### src/rtl/serial_frame_deserializer_if.sv
// -----------------------------------------------------------------------------
// serial_frame_deserializer_if
// Purpose : groups the serial input side and the parallel valid/ready output
//           side of serial_frame_deserializer into one bundle.
// Signals :
//   sin       serial data bit
//   sin_en    sin is consumed on this edge when high
//   sof       start of frame, qualifies sin as bit 0 of a new word
//   out_data  assembled word (WIDTH bits)
//   out_valid out_data holds an unconsumed word
//   out_ready consumer accepts out_data when out_valid is high
//   overrun   one-cycle pulse, completed word dropped (buffer full)
//   frame_err one-cycle pulse, sof arrived mid-frame
// Modports:
//   master  the stimulus/consumer side (drives sin, sin_en, sof, out_ready)
//   slave   the deserializer itself
// -----------------------------------------------------------------------------
interface serial_frame_deserializer_if #(
  parameter int WIDTH = 4
);
  logic             sin;
  logic             sin_en;
  logic             sof;
  logic [WIDTH-1:0] out_data;
  logic             out_valid;
  logic             out_ready;
  logic             overrun;
  logic             frame_err;

  modport master (
    output sin, sin_en, sof, out_ready,
    input  out_data, out_valid, overrun, frame_err
  );

  modport slave (
    input  sin, sin_en, sof, out_ready,
    output out_data, out_valid, overrun, frame_err
  );
endinterface

### src/rtl/serial_frame_deserializer.sv
// -----------------------------------------------------------------------------
// serial_frame_deserializer
// Purpose : rebuilds WIDTH-bit words from the bit stream of a right-shift PISO.
//           A sof marker qualifies bit 0 of each word. Completed words go into
//           a one-entry output buffer with a valid/ready handshake. Overrun and
//           framing errors are reported as registered one-cycle pulses.
// Parameters:
//   WIDTH     word width, 2..32
//   LSB_FIRST 1: first received bit lands in out_data[0]
//             0: first received bit lands in out_data[WIDTH-1]
// Ports:
//   clk       rising-edge clock
//   areset_n  asynchronous active-low reset
//   bus       serial_frame_deserializer_if.slave (sin/sin_en/sof in,
//             out_data/out_valid/out_ready handshake, overrun/frame_err out)
// -----------------------------------------------------------------------------
module serial_frame_deserializer #(
  parameter int WIDTH     = 4,
  parameter bit LSB_FIRST = 1'b1
) (
  input  logic                           clk,
  input  logic                           areset_n,
  serial_frame_deserializer_if.slave     bus
);

  localparam int CW = $clog2(WIDTH + 1);

  typedef enum logic {IDLE, SHIFT} state_t;

  state_t           r_state,     w_state_next;
  logic [CW-1:0]    r_cnt,       w_cnt_next;
  logic [WIDTH-1:0] r_sr,        w_sr_next;
  logic [WIDTH-1:0] r_data,      w_data_next;
  logic             r_valid,     w_valid_next;
  logic             r_overrun,   w_overrun_next;
  logic             r_frame_err, w_frame_err_next;

  logic [WIDTH-1:0] w_sr_base;
  logic [WIDTH-1:0] w_sr_shifted;
  logic             w_accept;
  logic             w_complete;

  // A sof bit always begins a clean word, so the old contents (a finished
  // word or an abandoned partial one) are not carried into the shift.
  assign w_sr_base = bus.sof ? '0 : r_sr;

  generate
    if (LSB_FIRST) begin : g_lsb_first
      assign w_sr_shifted = {bus.sin, w_sr_base[WIDTH-1:1]};
    end else begin : g_msb_first
      assign w_sr_shifted = {w_sr_base[WIDTH-2:0], bus.sin};
    end
  endgenerate

  always_ff @(posedge clk or negedge areset_n) begin
    if (!areset_n) begin
      r_state     <= IDLE;
      r_cnt       <= '0;
      r_sr        <= '0;
      r_data      <= '0;
      r_valid     <= 1'b0;
      r_overrun   <= 1'b0;
      r_frame_err <= 1'b0;
    end else begin
      r_state     <= w_state_next;
      r_cnt       <= w_cnt_next;
      r_sr        <= w_sr_next;
      r_data      <= w_data_next;
      r_valid     <= w_valid_next;
      r_overrun   <= w_overrun_next;
      r_frame_err <= w_frame_err_next;
    end
  end

  always_comb begin
    w_state_next     = r_state;
    w_cnt_next       = r_cnt;
    w_sr_next        = r_sr;
    w_data_next      = r_data;
    w_valid_next     = r_valid;
    w_overrun_next   = 1'b0;
    w_frame_err_next = 1'b0;
    w_accept         = 1'b0;
    w_complete       = 1'b0;

    // Consumer drains the buffer; a load below may refill it this same edge.
    if (r_valid && bus.out_ready) begin
      w_valid_next = 1'b0;
    end

    case (r_state)
      IDLE: begin
        if (bus.sin_en && bus.sof) begin
          w_accept     = 1'b1;
          w_cnt_next   = CW'(1);
          w_state_next = SHIFT;
        end
      end
      SHIFT: begin
        if (bus.sin_en) begin
          w_accept = 1'b1;
          if (bus.sof) begin
            w_frame_err_next = 1'b1;
            w_cnt_next       = CW'(1);
          end else if (r_cnt == CW'(WIDTH - 1)) begin
            w_complete   = 1'b1;
            w_cnt_next   = '0;
            w_state_next = IDLE;
          end else begin
            w_cnt_next = r_cnt + CW'(1);
          end
        end
      end
      default: begin
        w_state_next = IDLE;
        w_cnt_next   = '0;
      end
    endcase

    if (w_accept) begin
      w_sr_next = w_sr_shifted;
    end

    // The buffer takes the freshly shifted value, which includes the last bit.
    if (w_complete) begin
      if (!r_valid || bus.out_ready) begin
        w_data_next  = w_sr_shifted;
        w_valid_next = 1'b1;
      end else begin
        w_overrun_next = 1'b1;
      end
    end
  end

  assign bus.out_data  = r_data;
  assign bus.out_valid = r_valid;
  assign bus.overrun   = r_overrun;
  assign bus.frame_err = r_frame_err;

endmodule
### src/flat_wrapper.sv
// flat-port wrapper written by rule: the top's interface ports become plain ports
module serial_frame_deserializer_flat 
#(
  parameter int WIDTH     = 4,
  parameter bit LSB_FIRST = 1'b1
)
  (clk, areset_n, bus_sin, bus_sin_en, bus_sof, bus_out_ready, bus_out_data, bus_out_valid, bus_overrun, bus_frame_err);
  serial_frame_deserializer_if #(.WIDTH(WIDTH)) bus_i ();
  input  logic clk;
  input  logic areset_n;
  input wire logic [$bits(bus_i.sin)-1:0] bus_sin;
  input wire logic [$bits(bus_i.sin_en)-1:0] bus_sin_en;
  input wire logic [$bits(bus_i.sof)-1:0] bus_sof;
  input wire logic [$bits(bus_i.out_ready)-1:0] bus_out_ready;
  output wire logic [$bits(bus_i.out_data)-1:0] bus_out_data;
  output wire logic [$bits(bus_i.out_valid)-1:0] bus_out_valid;
  output wire logic [$bits(bus_i.overrun)-1:0] bus_overrun;
  output wire logic [$bits(bus_i.frame_err)-1:0] bus_frame_err;
  assign bus_i.sin = bus_sin;
  assign bus_i.sin_en = bus_sin_en;
  assign bus_i.sof = bus_sof;
  assign bus_i.out_ready = bus_out_ready;
  assign bus_out_data = bus_i.out_data;
  assign bus_out_valid = bus_i.out_valid;
  assign bus_overrun = bus_i.overrun;
  assign bus_frame_err = bus_i.frame_err;
  serial_frame_deserializer #(.WIDTH(WIDTH), .LSB_FIRST(LSB_FIRST)) u_core (.clk(clk), .areset_n(areset_n), .bus(bus_i));
endmodule
### config.mk
export PLATFORM = sky130hd
export DESIGN_NAME = serial_frame_deserializer_flat
export DESIGN_NICKNAME = d
export VERILOG_FILES = /design/src/rtl/serial_frame_deserializer_if.sv /design/src/rtl/serial_frame_deserializer.sv /design/src/flat_wrapper.sv
export SDC_FILE = /design/constraint.sdc
export NUM_CORES = 1
export LEC_CHECK = 0
export ABC_AREA = 1
export CELL_PAD_IN_SITES_DETAIL_PLACEMENT = 2
export CELL_PAD_IN_SITES_GLOBAL_PLACEMENT = 2
export CORE_MARGIN = 2
export CORE_UTILIZATION = 30
export DETAILED_ROUTE_END_ITERATION = 16
export GPL_ROUTABILITY_DRIVEN = 0
export GPL_TIMING_DRIVEN = 0
export PLACE_DENSITY_LB_ADDON = 0.1
export SLEW_MARGIN = 5
export SYNTH_ARGS = -nofsm -noshare
export SYNTH_HDL_FRONTEND = slang
export SYNTH_SLANG_ARGS = --single-unit
### constraint.sdc
create_clock -name clk -period 1.89 [get_ports clk]
set_clock_uncertainty 0.2 [all_clocks]
set_input_delay 0.378 -clock clk [delete_from_list [all_inputs] [get_ports clk]]
set_output_delay 0.378 -clock clk [all_outputs]
set_load 0.02 [all_outputs]
==> flow_metrics.py <==
metrics = {
    "run_status": {
        "status": "completed",
    },
    "run": {
        "maxCapViolations": 0,
    },
    "global_route": {
        "grt_usage_pct": 13.0,
        "antenna_found_initial": 0,
        "grt_pass1_wl_mm": 2.39,
        "grt_use_met3_pct": 3.07,
        "gr-usage-met1_pct": 16.1,
        "grt_pass1_vias": 542,
        "grt_remaining_overflow": 0,
        "grt_max_degree": 15,
        "grt_use_met2_pct": 22.4,
        "grt_busiest_layer": "met2",
    },
    "pwr": {
        "total_power_uw": 869,
        "pwr_density_cell_nw_per_um2": 1090,
        "p_clk_share_pct": 24.2,
        "p_switching_uw": 279,
        "intPower_uw": 590,
        "power_frac_comb_pct": 30.9,
        "power.leakage_uw": 0.000379,
        "power_frac_seq_pct": 44.9,
        "vdd_ir_drop_max_uv": 417,
        "swShare_pct": 32.1,
    },
    "clocking": {
        "clock-root-buffer": "clkbuf_4",
        "clock_latency_ns": 0.27,
        "cts_tree": "built",
        "postCtsSetupRepairBufs": 0,
        "holdBufCountCts": 0,
        "ctsResizeCount": 0,
        "clock_path_buffers": 2,
        "htreeDepth": 1,
        "cts_made_buffers": 3,
        "clk_pin_slew_worst_paths_ns": 0.09,
        "cts_num_sinks": 14,
    },
    "worst_setup_path": {
        "reg2reg_slack_ns": 0.53,
        "path_buf_inv": 1,
        "critPathRequiredTime_ns": 1.31,
        "crit_slowest_cell": "clkdlybuf4s50_1",
        "r2r-start": "u_core.r_cnt[0]$_DFFE_PN0P_",
        "r2r-end": "u_core.bus.out_data[0]$_DFFE_PN0P_",
        "crit_arrival_ns": 1.23,
        "cp-endpoint": "bus_out_data[3]",
        "cpLargestDelayFamily": "buffers and inverters",
        "worstRegToRegCells": 6,
        "cpPeakStageDelay_ns": 0.60,
        "end_kind": "output pin",
        "worstSetupPathType": "reg -> out",
        "startpoint_type": "flop",
        "critPathMaxFanout": 2,
        "cp_num_cells": 1,
        "cp_cell_sequence": "clkdlybuf4s50_1",
        "startpoint": "u_core.bus.out_data[3]$_DFFE_PN0P_",
    },
    "routing": {
        "drt_first_iter_violations": 3,
        "num_vias": 502,
        "ant_nets": 0,
        "drt_pass1_iterations": 2,
        "wl_per_cell_microns": 11.8,
        "vias_per_cell": 4.61,
        "wirelength_mm": 1.28,
        "drcViolationCount": 0,
    },
    "finish": {
        "antennaDiodeCount": 0,
        "area_growth_syn_to_layout_pct": 31.3,
        "nFillCells": 239,
        "multi_input_area_sq_um": 223,
        "design_area_sq_um": 797,
        "final_net_count": 90,
        "drive_above_1_share_pct": 8.54,
        "ff_latch_area_sq_um": 350,
        "final_cell_mix": "21 x nand2_1, 14 x dfrtp_1, 12 x clkdlybuf4s50_1",
        "final_common_cell": "nand2_1",
    },
    "placement": {
        "numPortBuffers": 12,
        "placed_area_sq_um": 761,
        "dp.final_hpwl_mm": 1.04,
    },
    "min_path": {
        "min_path_cells": 2,
        "hold_class": "reg -> reg",
    },
    "die": {
        "coreArea_sq_um": 1940,
        "die_w_microns": 49.0,
        "die-area_sq_um": 2400,
        "start_util_pct": 31.3,
        "io_pins": 13,
        "die_h_microns": 49.0,
        "rows": 16,
    },
    "timing": {
        "setup_tns_ns": 0,
        "finalCriticalPeriod_ns": 1.81,
        "slew_viol_final": 0,
        "final-setup-viol-count": 0,
        "relSlewSlack_pct": 56.8,
        "fmax_mhz": 552,
        "rsz0062_at_grt": "false",
        "min_period_over_period_pct": 95.9,
        "hold_violations": 0,
        "worst-slew-pin-transition_ns": 0.647,
    },
    "synthesis": {
        "yosysUniqueCellTypes": 12,
        "ys_warn_count": 0,
        "synth.top_cell.area_share_pct": 57.7,
        "avgSynthCellArea_sq_um": 9.19,
        "synthCells": 66,
        "syn_area_sq_um": 607,
        "synth_fp_nets": 73,
        "ys_top_cells_by_area": "dfrtp_1 58%, nand2_1 13%, inv_1 5.6%, nand4_1 4.1%, nor2_4 3.7%",
        "synth_seq_cells": 14,
        "ys_seq_area_share_pct": 57.7,
        "synth_top_area_cell": "dfrtp_1",
    },
}
power groups by stage:
| stage | clock [uW] | sequential, uW | combinational, uW |
|---|---|---|---|
| finish | 211 | 390 | 268 |
| global route | 242 | 399 | 300 |
| CTS | 217 | 392 | 273 |
| detailed placement | 0 | 398 | 273 |
| global placement | 0 | 393 | 268 |
| floorplan | 0 | 436 | 113 |
flip-flops by register name (all words and copies together), names as in the netlist:
register,flops
u_core.r_cnt,3
u_core.bus.frame_err,1
u_core.bus.overrun,1
u_core.bus.out_valid,1
u_core.r_state,1
u_core.r_sr,3
u_core.bus.out_data,4
cells by family after synthesis:
family / share of synthesized area (%)
flops: 57.7
buf+inv: 5.57
compound gates: 6.18
simple gates: 28.5
fa+ha+maj: 2.06
Yosys cell counts (all sizes together):
master and number:
a21oi 3, dfrtp 14, ha 1, inv 9, nand2 21, nand3 3, nand4 4, nor2 7
o211ai 1, o21ai 3
metrics by stage:
step | worst slack (ns) | instances | util (%) | hold WS (ns)
3_3_place_gp | 0.0356 | 105 | 39.2 | 0.255
5_1_grt | 0.00130 | 109 | 41.0 | 0.310
2_1_floorplan | 0.659 | 66 | - | -0.118
3_5_place_dp | 0.00399 | 105 | 39.2 | 0.269
4_1_cts | 0.0646 | 109 | 41.0 | 0.292
6_report | 0.0779 | 109 | 41.0 | 0.279
per-layer routing:
metal | vias up | wire length, microns
met1 | 252 | 590
met4 | 0 | 14
li1 | 243 | -
met3 | 2 | 42
met5 | - | 0
met2 | 5 | 633
final cells by class:
type | instances | area share [%]
tap | 27 | 4.24
inverter | 9 | 4.24
multi-input combinational | 43 | 27.9
timing repair buffer | 12 | 15.1
sequential | 14 | 44.0
clock buffer | 4 | 4.55
worst min-delay path by stage:
stage,startpoint,to,slack [ns]
global placement,u_core.bus.out_data[1]$_DFFE_PN0P_,u_core.bus.out_data[1]$_DFFE_PN0P_,0.25
detailed placement,u_core.bus.out_data[1]$_DFFE_PN0P_,u_core.bus.out_data[1]$_DFFE_PN0P_,0.27
finish,u_core.bus.out_data[1]$_DFFE_PN0P_,u_core.bus.out_data[1]$_DFFE_PN0P_,0.28
CTS,u_core.bus.out_data[1]$_DFFE_PN0P_,u_core.bus.out_data[1]$_DFFE_PN0P_,0.29
floorplan,areset_n,u_core.bus.frame_err$_DFF_PN0_,-0.12
global route,u_core.bus.out_data[2]$_DFFE_PN0P_,u_core.bus.out_data[2]$_DFFE_PN0P_,0.31
No activity file was read; power rests on OpenSTA's default activity.
